**config.mk**
```make
export PLATFORM = sky130hd
export DESIGN_NAME = wb_burst_master_flat
export DESIGN_NICKNAME = d
export VERILOG_FILES = /design/src/rtl/wb_burst_master_if.sv /design/src/rtl/wb_burst_master.sv /design/src/flat_wrapper.sv
export SDC_FILE = /design/constraint.sdc
export NUM_CORES = 1
export LEC_CHECK = 0
export BUFFER_PORTS_ARGS = -buffer_cell sky130_fd_sc_hd__buf_2
export CAP_MARGIN = 10
export CORE_ASPECT_RATIO = 0.75
export CORE_MARGIN = 1
export CORE_UTILIZATION = 54
export DETAILED_ROUTE_END_ITERATION = 7
export PLACE_DENSITY = 0.88
export SLEW_MARGIN = 10
export SYNTH_ARGS = -nofsm -noshare
export SYNTH_HDL_FRONTEND = slang
export SYNTH_SLANG_ARGS = --single-unit
```
**constraint.sdc**
```tcl
create_clock -name wb_clk_i -period 6.25 [get_ports wb_clk_i]
set_input_delay 1.25 -clock wb_clk_i [delete_from_list [all_inputs] [get_ports wb_clk_i]]
set_output_delay 1.25 -clock wb_clk_i [all_outputs]
set_load 0.005 [all_outputs]
```
**src/rtl/wb_burst_master_if.sv**
```systemverilog
`default_nettype none
// ============================================================================
// wb_burst_master_if : Wishbone B3 registered-feedback burst bus bundle
// Revision: 1.0
// ============================================================================
interface wb_burst_master_if #(
   parameter int DW = 32,
   parameter int AW = 32
);
   logic [AW-1:0] wb_adr_o;
   logic [DW-1:0] wb_dat_o;
   logic [3:0]    wb_sel_o;
   logic          wb_we_o;
   logic [2:0]    wb_cti_o;
   logic [1:0]    wb_bte_o;
   logic          wb_cyc_o;
   logic          wb_stb_o;
   logic          wb_ack_i;
   logic          wb_err_i;
   logic [DW-1:0] wb_dat_i;

   modport master (
      output wb_adr_o, wb_dat_o, wb_sel_o, wb_we_o, wb_cti_o, wb_bte_o,
             wb_cyc_o, wb_stb_o,
      input  wb_ack_i, wb_err_i, wb_dat_i
   );

   modport slave (
      input  wb_adr_o, wb_dat_o, wb_sel_o, wb_we_o, wb_cti_o, wb_bte_o,
             wb_cyc_o, wb_stb_o,
      output wb_ack_i, wb_err_i, wb_dat_i
   );
endinterface
`default_nettype wire

```
**src/rtl/wb_burst_master.sv**
```systemverilog
`default_nettype none
// ============================================================================
// wb_burst_master : one command -> one Wishbone B3 linear/wrapping burst
// Optional strobe timeout abort: WB_BURST_MASTER_TIMEOUT_EN
// Revision: 1.0
// ============================================================================
module wb_burst_master #(
   parameter int DW      = 32,
   parameter int AW      = 32,
   parameter int MAX_LEN = 16,
   parameter int LW      = $clog2(MAX_LEN + 1),
   parameter int TIMEOUT = 255
) (
   input  wire             wb_clk_i,
   input  wire             wb_rst_ni,
   input  wire             cmd_valid_i,
   output logic            cmd_ready_o,
   input  wire [AW-1:0]    cmd_adr_i,
   input  wire             cmd_we_i,
   input  wire [LW-1:0]    cmd_len_i,
   input  wire [1:0]       cmd_bte_i,
   input  wire [DW-1:0]    wdat_i,
   input  wire             wdat_valid_i,
   output logic            wdat_ready_o,
   output logic [DW-1:0]   rdat_o,
   output logic            rdat_valid_o,
   output logic            done_o,
   output logic            err_o,
   wb_burst_master_if.master wb
);
   typedef enum logic [1:0] {S_IDLE = 2'd0, S_RD = 2'd1, S_WR = 2'd2} state_e;

   localparam logic [LW-1:0] c_max_len = LW'(MAX_LEN);

   state_e          state_q;
   logic [AW-1:0]   adr_q, adr_d;
   logic [DW-1:0]   dat_q, rdat_q;
   logic [LW-1:0]   len_q, acked_q, loaded_q, len_d;
   logic [2:0]      cti_q;
   logic [1:0]      bte_q;
   logic            we_q, cyc_q, stb_q, rdat_valid_q, done_q, err_q;
   logic [AW-1:0]   w_wrap_mask;
   logic            w_ack, w_abort, w_last, w_wr_hs, w_timeout;

   assign len_d   = (cmd_len_i > c_max_len) ? c_max_len : cmd_len_i;
   assign w_ack   = stb_q & wb.wb_ack_i & ~wb.wb_err_i;
   assign w_abort = stb_q & (wb.wb_err_i | w_timeout);
   assign w_last  = (acked_q == (len_q - LW'(1)));
   assign w_wr_hs = wdat_ready_o & wdat_valid_i;

   assign cmd_ready_o  = (state_q == S_IDLE);
   assign wdat_ready_o = (state_q == S_WR) & (~stb_q | w_ack) & (loaded_q < len_q);

   // Wrapping bursts only advance the low log2(N*4) address bits.
   always_comb begin
      w_wrap_mask = '1;
      case (bte_q)
         2'b01:   w_wrap_mask = AW'(8'h0F);
         2'b10:   w_wrap_mask = AW'(8'h1F);
         2'b11:   w_wrap_mask = AW'(8'h3F);
         default: w_wrap_mask = '1;
      endcase
      adr_d = (adr_q & ~w_wrap_mask) | ((adr_q + AW'(4)) & w_wrap_mask);
   end

`ifdef WB_BURST_MASTER_TIMEOUT_EN
   localparam int c_to_w = $clog2(TIMEOUT + 1);

   logic [c_to_w-1:0] to_cnt_q;

   always_ff @(posedge wb_clk_i or negedge wb_rst_ni) begin
      if (!wb_rst_ni) begin
         to_cnt_q <= '0;
      end else if (!stb_q || wb.wb_ack_i || wb.wb_err_i) begin
         to_cnt_q <= '0;
      end else begin
         to_cnt_q <= to_cnt_q + c_to_w'(1);
      end
   end

   assign w_timeout = stb_q & ~wb.wb_ack_i & ~wb.wb_err_i &
                      (to_cnt_q == c_to_w'(TIMEOUT - 1));
`else
   // Without the timeout feature the master never gives up on a strobe.
   assign w_timeout = (TIMEOUT < 0);
`endif

   always_ff @(posedge wb_clk_i or negedge wb_rst_ni) begin
      if (!wb_rst_ni) begin
         state_q      <= S_IDLE;
         adr_q        <= '0;
         dat_q        <= '0;
         rdat_q       <= '0;
         len_q        <= '0;
         acked_q      <= '0;
         loaded_q     <= '0;
         cti_q        <= 3'b000;
         bte_q        <= 2'b00;
         we_q         <= 1'b0;
         cyc_q        <= 1'b0;
         stb_q        <= 1'b0;
         rdat_valid_q <= 1'b0;
         done_q       <= 1'b0;
         err_q        <= 1'b0;
      end else begin
         rdat_valid_q <= 1'b0;
         done_q       <= 1'b0;
         err_q        <= 1'b0;
         case (state_q)
            S_IDLE: begin
               if (cmd_valid_i) begin
                  adr_q    <= cmd_adr_i;
                  we_q     <= cmd_we_i;
                  bte_q    <= cmd_bte_i;
                  len_q    <= len_d;
                  acked_q  <= '0;
                  loaded_q <= '0;
                  if (len_d == '0) begin
                     done_q <= 1'b1;
                  end else begin
                     cyc_q   <= 1'b1;
                     stb_q   <= ~cmd_we_i;
                     cti_q   <= (len_d == LW'(1)) ? 3'b111 : 3'b010;
                     state_q <= cmd_we_i ? S_WR : S_RD;
                  end
               end
            end
            default: begin
               if (w_abort) begin
                  cyc_q   <= 1'b0;
                  stb_q   <= 1'b0;
                  cti_q   <= 3'b000;
                  err_q   <= 1'b1;
                  state_q <= S_IDLE;
               end else begin
                  if (w_ack) begin
                     acked_q <= acked_q + LW'(1);
                     adr_q   <= adr_d;
                     cti_q   <= ((acked_q + LW'(2)) == len_q) ? 3'b111 : 3'b010;
                     if (state_q == S_RD) begin
                        rdat_q       <= wb.wb_dat_i;
                        rdat_valid_q <= 1'b1;
                     end
                  end
                  // Write side: reload the strobe, or insert a master wait state.
                  if (w_wr_hs) begin
                     dat_q    <= wdat_i;
                     loaded_q <= loaded_q + LW'(1);
                     stb_q    <= 1'b1;
                  end else if (w_ack && state_q == S_WR) begin
                     stb_q <= 1'b0;
                  end
                  if (w_ack && w_last) begin
                     cyc_q   <= 1'b0;
                     stb_q   <= 1'b0;
                     cti_q   <= 3'b000;
                     done_q  <= 1'b1;
                     state_q <= S_IDLE;
                  end
               end
            end
         endcase
      end
   end

   assign rdat_o       = rdat_q;
   assign rdat_valid_o = rdat_valid_q;
   assign done_o       = done_q;
   assign err_o        = err_q;

   assign wb.wb_adr_o = adr_q;
   assign wb.wb_dat_o = dat_q;
   assign wb.wb_sel_o = cyc_q ? 4'hF : 4'h0;
   assign wb.wb_we_o  = we_q;
   assign wb.wb_cti_o = cti_q;
   assign wb.wb_bte_o = bte_q;
   assign wb.wb_cyc_o = cyc_q;
   assign wb.wb_stb_o = stb_q;
endmodule
`default_nettype wire

```
**src/flat_wrapper.sv**
```systemverilog
// flat-port wrapper written by rule: the top's interface ports become plain ports
module wb_burst_master_flat 
#(
   parameter int DW      = 32,
   parameter int AW      = 32,
   parameter int MAX_LEN = 16,
   parameter int LW      = $clog2(MAX_LEN + 1),
   parameter int TIMEOUT = 255
)
  (wb_clk_i, wb_rst_ni, cmd_valid_i, cmd_ready_o, cmd_adr_i, cmd_we_i, cmd_len_i, cmd_bte_i, wdat_i, wdat_valid_i, wdat_ready_o, rdat_o, rdat_valid_o, done_o, err_o, wb_wb_adr_o, wb_wb_dat_o, wb_wb_sel_o, wb_wb_we_o, wb_wb_cti_o, wb_wb_bte_o, wb_wb_cyc_o, wb_wb_stb_o, wb_wb_ack_i, wb_wb_err_i, wb_wb_dat_i);
  wb_burst_master_if #(.DW(DW), .AW(AW)) wb_i ();
  input  wire wb_clk_i;
  input  wire wb_rst_ni;
  input  wire cmd_valid_i;
  output logic cmd_ready_o;
  input  wire [AW-1:0] cmd_adr_i;
  input  wire cmd_we_i;
  input  wire [LW-1:0] cmd_len_i;
  input  wire [1:0] cmd_bte_i;
  input  wire [DW-1:0] wdat_i;
  input  wire wdat_valid_i;
  output logic wdat_ready_o;
  output logic [DW-1:0] rdat_o;
  output logic rdat_valid_o;
  output logic done_o;
  output logic err_o;
  output wire logic [$bits(wb_i.wb_adr_o)-1:0] wb_wb_adr_o;
  output wire logic [$bits(wb_i.wb_dat_o)-1:0] wb_wb_dat_o;
  output wire logic [$bits(wb_i.wb_sel_o)-1:0] wb_wb_sel_o;
  output wire logic [$bits(wb_i.wb_we_o)-1:0] wb_wb_we_o;
  output wire logic [$bits(wb_i.wb_cti_o)-1:0] wb_wb_cti_o;
  output wire logic [$bits(wb_i.wb_bte_o)-1:0] wb_wb_bte_o;
  output wire logic [$bits(wb_i.wb_cyc_o)-1:0] wb_wb_cyc_o;
  output wire logic [$bits(wb_i.wb_stb_o)-1:0] wb_wb_stb_o;
  input wire logic [$bits(wb_i.wb_ack_i)-1:0] wb_wb_ack_i;
  input wire logic [$bits(wb_i.wb_err_i)-1:0] wb_wb_err_i;
  input wire logic [$bits(wb_i.wb_dat_i)-1:0] wb_wb_dat_i;
  assign wb_wb_adr_o = wb_i.wb_adr_o;
  assign wb_wb_dat_o = wb_i.wb_dat_o;
  assign wb_wb_sel_o = wb_i.wb_sel_o;
  assign wb_wb_we_o = wb_i.wb_we_o;
  assign wb_wb_cti_o = wb_i.wb_cti_o;
  assign wb_wb_bte_o = wb_i.wb_bte_o;
  assign wb_wb_cyc_o = wb_i.wb_cyc_o;
  assign wb_wb_stb_o = wb_i.wb_stb_o;
  assign wb_i.wb_ack_i = wb_wb_ack_i;
  assign wb_i.wb_err_i = wb_wb_err_i;
  assign wb_i.wb_dat_i = wb_wb_dat_i;
  wb_burst_master #(.DW(DW), .AW(AW), .MAX_LEN(MAX_LEN), .LW(LW), .TIMEOUT(TIMEOUT)) u_core (.wb_clk_i(wb_clk_i), .wb_rst_ni(wb_rst_ni), .cmd_valid_i(cmd_valid_i), .cmd_ready_o(cmd_ready_o), .cmd_adr_i(cmd_adr_i), .cmd_we_i(cmd_we_i), .cmd_len_i(cmd_len_i), .cmd_bte_i(cmd_bte_i), .wdat_i(wdat_i), .wdat_valid_i(wdat_valid_i), .wdat_ready_o(wdat_ready_o), .rdat_o(rdat_o), .rdat_valid_o(rdat_valid_o), .done_o(done_o), .err_o(err_o), .wb(wb_i));
endmodule
```
=== Yosys cells after proc, flatten, opt, wreduce, memory -nomap -nowiden ===
Cells that the tools add are included.

* Output and inout port bits: 113
* Register bits: 124
* Logic and storage cells: 117
* Input port bits: 110

* Muxes and demuxes: 51
* Magnitude comparators: 2
* Add/sub/neg operators: 5
* Equal/unequal tests: 11
* Reduce and logical (&&, ||, !) cells: 17
* Bitwise logic cells: 16

{| class="wikitable"
|+ Operators with widths
! kind !! count
|-
| $mux 32 || 4
|-
| $pmux 32 s3 || 1
|-
| $and 32x32->32 || 2
|-
| $mux 5 || 8
|-
| $add 32x3->32 const B || 1
|-
| $not 32->32 || 1
|-
| $or 32x32->32 || 1
|-
| $mux 3 || 8
|-
| $mux 1 || 23
|-
| $reduce_and 3->1 || 6
|-
| $mux 2 || 6
|-
| $add 5x1->5 const B || 2
|-
| $eq 5x5->1 || 2
|-
| $and 1x1->1 || 6
|-
| $eq 2x2->1 const B || 3
|-
| $ne 2x2->1 const B || 3
|-
| $add 5x2->5 const B || 1
|-
| $eq 5x1->1 const B || 1
|-
| $gt 5x5->1 const B || 1
|-
| $logic_not 5->1 || 1
|-
| $lt 5x5->1 || 1
|-
| $not 1->1 || 5
|-
| $reduce_bool 5->1 || 1
|-
| $sub 5x1->5 const B || 1
|-
| other kinds (10) || 13
|}

=== Depth between registers and ports, before layout ===
Gate-level depths: netlist of run 1.

* Depth in word-level cells: 10
* Gate-level depth with buffers: 9
* Gate-level depth less buffers: 7

=== Least setup slack after synthesis of run 1 ===
OpenSTA, ideal clock, no wires.

* Path kind: input port to output port
* Start point: in wb_wb_ack_i
* End point: out wdat_ready_o
* Setup slack: 3.374 ns
* Required time: 5.000 ns
* Stages: 3
* Buffers on the path: 0
* Arrival: 1.626 ns
* Cells stage by stage: nor2b_1 -> o211ai_1 -> a21oi_1

* Cells in the longest elaborated chain, start to end: 5

{| class="wikitable"
|+ Ends and longest elaborated chain
! element !! RTL line !! RTL
|-
| start: declaration || flat_wrapper.sv:35 || <nowiki>input wire logic [$bits(wb_i.wb_ack_i)-1:0] wb_wb_ack_i;</nowiki>
|-
| $and 1x1->1 (2 in series) || wb_burst_master.sv:46 || <nowiki>assign w_ack = stb_q & wb.wb_ack_i & ~wb.wb_err_i;</nowiki>
|-
| $or 1x1->1 || wb_burst_master.sv:52 || <nowiki>assign wdat_ready_o = (state_q == S_WR) & (~stb_q | w_ack) & (loaded_q < len_q);</nowiki>
|-
| $and 1x1->1 (2 in series) || wb_burst_master.sv:52 ||
|-
| end: declaration || flat_wrapper.sv:22 || <nowiki>output logic wdat_ready_o;</nowiki>
|}

No other way between the ends.

=== Worst setup path after layout of run 1 ===
* Start point: reg u_core.len_q[2]
* End point: out wdat_ready_o

* Cells in the longest elaborated chain, start to end: 2

{| class="wikitable"
|+ Ends and longest elaborated chain
! element !! RTL line !! RTL
|-
| start: declaration || wb_burst_master.sv:38 || <nowiki>logic [LW-1:0] len_q, acked_q, loaded_q, len_d;</nowiki>
|-
| start signal: assignment || wb_burst_master.sv:115 || <nowiki>len_q <= len_d;</nowiki>
|-
| $lt 5x5->1 || wb_burst_master.sv:52 ||
|-
| $and 1x1->1 || wb_burst_master.sv:52 ||
|}

No other way between the ends.

==> results.md, run 1 <==
* Sequential share of power at 36.6%
* # DRC at 0
* EDFF count, synth at 0
* Post-CTS Setup Inserts at 0
* HP Class: reg2reg
* Area of the multi-input gates at 0.002731 mm2
* Syn Inst Count at 552
* Reg-to-Reg Start: u_core.state_q[1]
* Primary FF master, synth: dfrtp_1
* Hold Path End: u_core.wb.wb_adr_o[0]
* Syn nets at 673
* CTS H-tree lvls at 4
* Top cells by area, synth: dfrtp_1 51%, mux2_2 12%, nand2_1 3.1%, o21ai_0 3.1%, ha_1 2.3%
* Most frequent cell after synthesis: dfrtp_1
* Pre-antenna DRT Iters at 5
* Buffer depth of the longest clock path at 2
* Vias in the first global route at 5491
* LEAKAGE at 3.825 nW
* Period minus WS final at 3.232 ns
* Hold buffer count at CTS at 0
* Core area at 0.01057 mm2
* Via count at 5434
* Yosys warning count at 0
* CP cell instances: inv_1 -> ha_1 -> nand2_1 -> o21ai_0 -> a21oi_1 -> buf_2
* Final setup TNS at 0 ns
* CTS Buf Count at 17
* I/O Buffers at 222
* Clock power share at 26.9%
* First-pass GRT wire length at 27.54 mm
* Hold wc startpoint: u_core.wb.wb_adr_o[0]
* Filler cell count at 729
* Max Freq at 309.4 MHz
* Clock root cell: clkbuf_16
* FFs w/ async S/R, synth at 100.0%
* Die width at 123.9 um
* Via density per instance at 5.926
* DIE AREA at 0.01158 mm2
* Initial antenna violation count at 1
* Sw Share at 36.11%
* MaxCap Viol Count at 0
* Reg2reg setup slack at 3.13 ns
* Max Slew Vio Count at 0
* CP max FO at 5
* Combinational power share at 36.4%
* Mean Syn Cell Area at 10.90 um2
* Worst EP required at 5.00 ns
* Power per standard cell area at 513.9 mW/mm2
* DRT iter0 DRCs at 397
* Fin util at 74.31%
* WL/cell at 19.06 um
* Cell internal pwr at 2.579 mW
* Fin Clk Skew at 0.007741 ns
* FF+latch area at 0.003078 mm2
* Post-synth top cells: 123 x dfrtp_1, 65 x mux2_2, 50 x nand2_1
* Critical path class: reg2out
* Gr usage total at 31.28%
* Gpl congestion at 0.9107
* Worst-Margin Slew at 0.8590 ns
* Grt ovf at 0
* Peak VDD IR at 0.0002915 V
* Post-synthesis sequential area ratio at 51.13%
* Crit. End Element: primary output
* Syn Std Cell Area at 0.006020 mm2
* RSZ-0062 raised after global routing: false
* Worst-path clk slew at 0.05 ns
* Tcrit/Tclk final at 51.71%
* Ratio of cells with drive above 1 in the final layout at 43.46%
* CTS tree: yes
* Leading area contributor after synthesis: dfrtp_1
* Post-cts sizing count at 0
* Arrival @ worst endpoint at 1.98 ns
* Rows at 32
* Initial Utilization at 56.95%
* Clock Latency Late Sink at 0.41 ns
* Synth Register Bits at 123
* Post-synth top area share at 51.13%
* Largest net degree at the start of global routing at 64
* Switch Pwr at 1.458 mW
* Total I/O pin count at 223
* Max_slew headroom at 42.52%
* Final setup viols at 0
* DP HPWL at 12.10 mm
* Clk sink count at 123
* Cells on worst reg2reg path at 7
* Highest-delay cell along the critical path: dfrtp_1
* Count of different cell masters after synthesis at 69
* Die H at 93.44 um
* Slowest Stage Delay on Critical Path at 0.44 ns
* Crit path launch type: register
* Synth-to-layout area growth at 30.49%
* WHS Path Cells at 2
* Outcome: finished clean
* Post-DRT Antenna Nets at 0
* WL final at 17.47 mm
* Fin. Hold Viols at 0
* Final net count at 888
[cells by family (layout without fill, tap and decap cells)]
group / Yosys count / count (layout) / share of synthesized area [%]
simple gates: 176 / 176 / 15.32
flops: 123 / 123 / 51.13
fa+ha+maj: 11 / 11 / 2.286
mux: 70 / 70 / 12.99
compound gates: 111 / 111 / 11.91
xor+xnor: 16 / 16 / 2.577
other cells: 0 / 1 / 0
buf+inv: 45 / 273 / 3.783
[power by group through the flow]
stage	Combinational [mW]	Clock, mW	Sequential, mW
floorplan	0.878	0	1.42
global placement	1.39	0	1.43
detailed placement	1.45	0	1.47
CTS	1.46	1.10	1.47
global route	1.62	1.13	1.52
finish	1.47	1.09	1.48
[layout by cell type, fill, tap and decap left out, types with 4 or more instances in the layout]
cell type,n
a211oi_1,4
a21oi_1,20
a22oi_1,6
a31oi_1,5
and2_1,5
and3_1,10
and4_1,5
buf_2,221
buf_4,5
bufinv_16,5
clkbuf_16,17
dfrtp_1,123
ha_1,11
inv_1,13
mux2_2,65
mux2i_1,5
nand2_1,50
nand2b_1,4
nand3_1,17
nand3b_1,4
nand4_1,15
nor2_1,31
nor3_1,8
nor4_1,7
o21ai_0,37
o22ai_1,4
xnor2_1,10
xor2_1,5
[worst max path at each step]
stage,from,end,slack (ns),cells past startpoint
2_1_floorplan,wb_wb_ack_i,wdat_ready_o,3.37,3
3_3_place_gp,wb_wb_ack_i,u_core.wb.wb_dat_o[14],3.04,5
3_5_place_dp,wb_wb_ack_i,u_core.wb.wb_dat_o[5],2.97,5
4_1_cts,u_core.len_q[2],wdat_ready_o,3.00,6
5_1_grt,u_core.len_q[2],wdat_ready_o,2.86,6
6_report,u_core.len_q[2],wdat_ready_o,3.02,6
[layout make-up]
class                      instances  area share [%]
sequential                       123           39.18
timing repair buffer             227           14.91
clock buffer                      18           5.464
multi-input combinational        384           34.77
tap                              136           2.166
clock inverter                    14           2.788
antenna                            1         0.03186
inverter                          14          0.6849
[layer usage]
layer | track usage [%] | share of wire (%)
met5 | 0 | 0
met4 | 8.929 | 1.8
met3 | 11.16 | 10
met2 | 51.02 | 48
met1 | 39.11 | 40
[critical path: cells and delay by family (launching register included)]
kind	cells	cell delay (ns)
AO/OA/AOI/OAI	2	0.54
adder cells (fa/ha/maj)	1	0.30
buffers and inverters	2	0.24
flip-flops	1	0.44
AND/OR/NAND/NOR	1	0.05
[stage by stage]
stage	cells	cell area (um2)	power (mW)	worst slack (ns)	hold slack (ns)
2_1_floorplan	552	6020	2.294	3.374	0.4697
3_3_place_gp	883	7177	2.822	3.041	0.4587
3_5_place_dp	883	7177	2.916	2.968	0.4727
4_1_cts	915	7825	4.025	3.002	0.4863
5_1_grt	916	7853	4.275	2.862	0.5095
6_report	917	7855	4.037	3.018	0.4763
Power figures use the tool's default switching activity.
==> run 2: changes to the inputs <==
- ABC_AREA: not set -> 1
- CORE_UTILIZATION: 54 -> 46
- PLACE_DENSITY: 0.88 -> 0.79
- clock period: 6.25 -> 2.7 ns (I/O delays scaled with it)
==> run 2 against run 1 <==
Net effect:
- the run now ends with DRC left
- worst setup slack got worse by 2.8 ns
- worst hold slack lost 0.47 ns
- register-to-register slack got worse by 2.5 ns
- utilization down 13 points
- design area is 4.6% higher
- critical path type unchanged
- via count up 13%
- wire length fell by 2.7%
- highest routed layer unchanged
- area after synthesis is 6.2% higher
- critical endpoint unchanged
- largest power group is now combinational cells
- non-clock buffer count rose by 1
- sequential power up 120%
- power grew 130%
- flip-flop and latch count unchanged
==> results.md, run 2 <==
* Crit. End Element: primary output
* First-pass GRT wire length at 28.64 mm
* Most frequent cells in the layout: 308 x nand2_1, 221 x buf_2, 123 x dfrtp_1, 80 x inv_1, 58 x nor2_1
* Largest net degree at the start of global routing at 72
* MaxCap Viol Count at 0
* Max Slew Vio Count at 0
* Period minus WS final at 2.447 ns
* Leading area contributor after synthesis: dfrtp_1
* Count of different cell masters after synthesis at 41
* Post-synth top area share at 48.14%
* Synth Register Bits at 123
* Post-synth top cells: 308 x nand2_1, 123 x dfrtp_1, 81 x inv_1
* CP max FO at 6
* CTS tree: yes
* Most frequent cell after synthesis: nand2_1
* Gr usage total at 24.91%
* Clock root cell: clkbuf_16
* Hold buffer count at CTS at 0
* I/O Buffers at 222
* Syn nets at 952
* Fin Clk Skew at 0.009332 ns
* # DRC at 36
* Initial Utilization at 48.12%
* Post-cts sizing count at 0
* Worst EP required at 2.16 ns
* Post-synthesis sequential area ratio at 48.14%
* CTS Buf Count at 17
* Peak VDD IR at 0.0005440 V
* Clock Latency Late Sink at 0.41 ns
* CTS H-tree lvls at 4
* Grt ovf at 0
* Via count at 6165
* Power per standard cell area at 1133 mW/mm2
* Max_slew headroom at 65.90%
* DP HPWL at 12.39 mm
* Tcrit/Tclk final at 90.62%
* LEAKAGE at 4.542 nW
* Commonest non-fill, non-tap cell in the layout: nand2_1
* Final setup TNS at 0 ns
* Outcome: complete, but fails checks
* Violated checks: DRC
* Worst-path clk slew at 0.06 ns
* RSZ-0062 raised after global routing: false
* Final net count at 1167
* Post-CTS Setup Inserts at 0
* Primary FF master, synth: dfrtp_1
* Gpl congestion at 0.8977
* HP Class: in2async
* DRT iter0 DRCs at 338
* WL final at 17.00 mm
* Core area at 0.01329 mm2
* Pre-antenna DRT Iters at 7
* Die width at 138.1 um
* Top cells by area, synth: dfrtp_1 48%, nand2_1 18%, inv_1 4.8%, a21oi_1 3.4%, nor2_1 3.4%
* DIE AREA at 0.01438 mm2
* Max Freq at 408.7 MHz
* Worst-Margin Slew at 0.5098 ns
* WL/cell at 13.82 um
* Synth-to-layout area growth at 28.45%
* Vias in the first global route at 5708
* Rows at 36
* Syn Std Cell Area at 0.006394 mm2
* Yosys warning count at 0
* Total I/O pin count at 223
* Buffer depth of the longest clock path at 2
* FFs w/ async S/R, synth at 100.0%
* Syn Inst Count at 831
* Initial antenna violation count at 0
* EDFF count, synth at 0
* Via density per instance at 5.012
* Clk sink count at 123
* Ratio of cells with drive above 1 in the final layout at 27.29%
* Fin util at 61.81%
* Arrival @ worst endpoint at 1.91 ns
* Crit path launch type: register
* Critical path class: reg2out
* Die H at 104.1 um
* Ant. Diodes at 0
* Fin. Hold Viols at 0
* Post-DRT Antenna Nets at 0
* Final setup viols at 0
* Mean Syn Cell Area at 7.694 um2
-- run 2: changes by cell type after synthesis, moves of 6 or more --
cell | previous run | this run
a21oi_1 | 20 | 44
nor4_1 | 7 | 1
nand2_1 | 50 | 308
o21ai_1 | 2 | 26
xnor2_1 | 10 | 4
nand3_1 | 17 | 34
nor2_1 | 31 | 58
mux2_2 | 65 | 1
and3_1 | 10 | 0
inv_1 | 13 | 81
nand4_1 | 15 | 6
-- run 2: path summary, 6_finish.rpt --
| path | start | endpoint | slack [ns] | cells after the start |
|---|---|---|---|---|
| max | u_core.len_q[2] | wdat_ready_o | 0.25 | 8 |
| min | wb_rst_ni | asynchronous set/reset pin | 0.009 | 1 |
| max reg2reg | u_core.len_q[4] | u_core.loaded_q[0] | 0.59 | 9 |
| min reg2reg | u_core.rdat_o[0] | u_core.rdat_o[0] | 0.46 | 2 |
| max in group asynchronous | wb_rst_ni | u_core.rdat_o[29] | 1.95 | 2 |
| min in group wb_clk_i | wb_wb_dat_i[22] | u_core.rdat_o[22] | 0.32 | 3 |
-- run 2: area by class of cell --
class | count | area, um2
Inverter | 88 | 335.3
Clock buffer | 17 | 425.4
Sequential cell | 123 | 3078
Tap cell | 171 | 214.0
Fill cell | 1184 | 5075
Clock inverter | 15 | 177.7
Timing Repair Buffer | 228 | 1184
Multi-Input combinational cell | 588 | 2799
-- run 2: power breakdown --
part | switching (mW) | internal, mW | total (mW) | leakage, nW
sequential | 0.657 | 2.64 | 3.30 | 1.54
clock | 0.940 | 1.39 | 2.33 | 0.287
combinational | 2.20 | 1.48 | 3.67 | 2.71
-- run 2: routing by layer --
metal  wire length (um)  track usage [%]  part of all wire (%)
met5                  0                0                     0
met2               7522            37.50                    44
met4                170            6.180                   1.0
met1               7987            35.58                    47
met3               1317            6.630                   7.7
-- run 2: kinds of logic after synthesis --
kind of cell / Yosys count / share of synthesized area (%)
AND/OR/NAND/NOR: 441 / 29.43
flip-flops: 123 / 48.14
AO/OA/AOI/OAI: 121 / 10.10
buffers and inverters: 120 / 8.082
XOR/XNOR: 14 / 1.918
adder cells (fa/ha/maj): 11 / 2.153
multiplexers: 1 / 0.1761
-- run 2: stage by stage --
step                cells  total power [mW]  hold slack, ns  worst slack (ns)  area (um2)
finish               1230             9.307        0.008549            0.2532        8213
global route         1230             10.07        0.009068           0.07367        8213
CTS                  1230             9.339        0.006090            0.1548        8213
detailed placement   1198             6.974          0.4469            0.5307        7610
global placement     1198             6.871          0.4449            0.6423        7610
floorplan             831             5.537          0.2444            0.8764        6394
-- run 2: worst max-delay path: stages (launching register included) --
cell and delay, ns:
dfrtp_1 0.43, inv_2 0.11, ha_1 0.30, nand2_1 0.07, inv_1 0.04, o21ai_0 0.13, nand2_1 0.09, nor4_1 0.16
buf_2 0.17
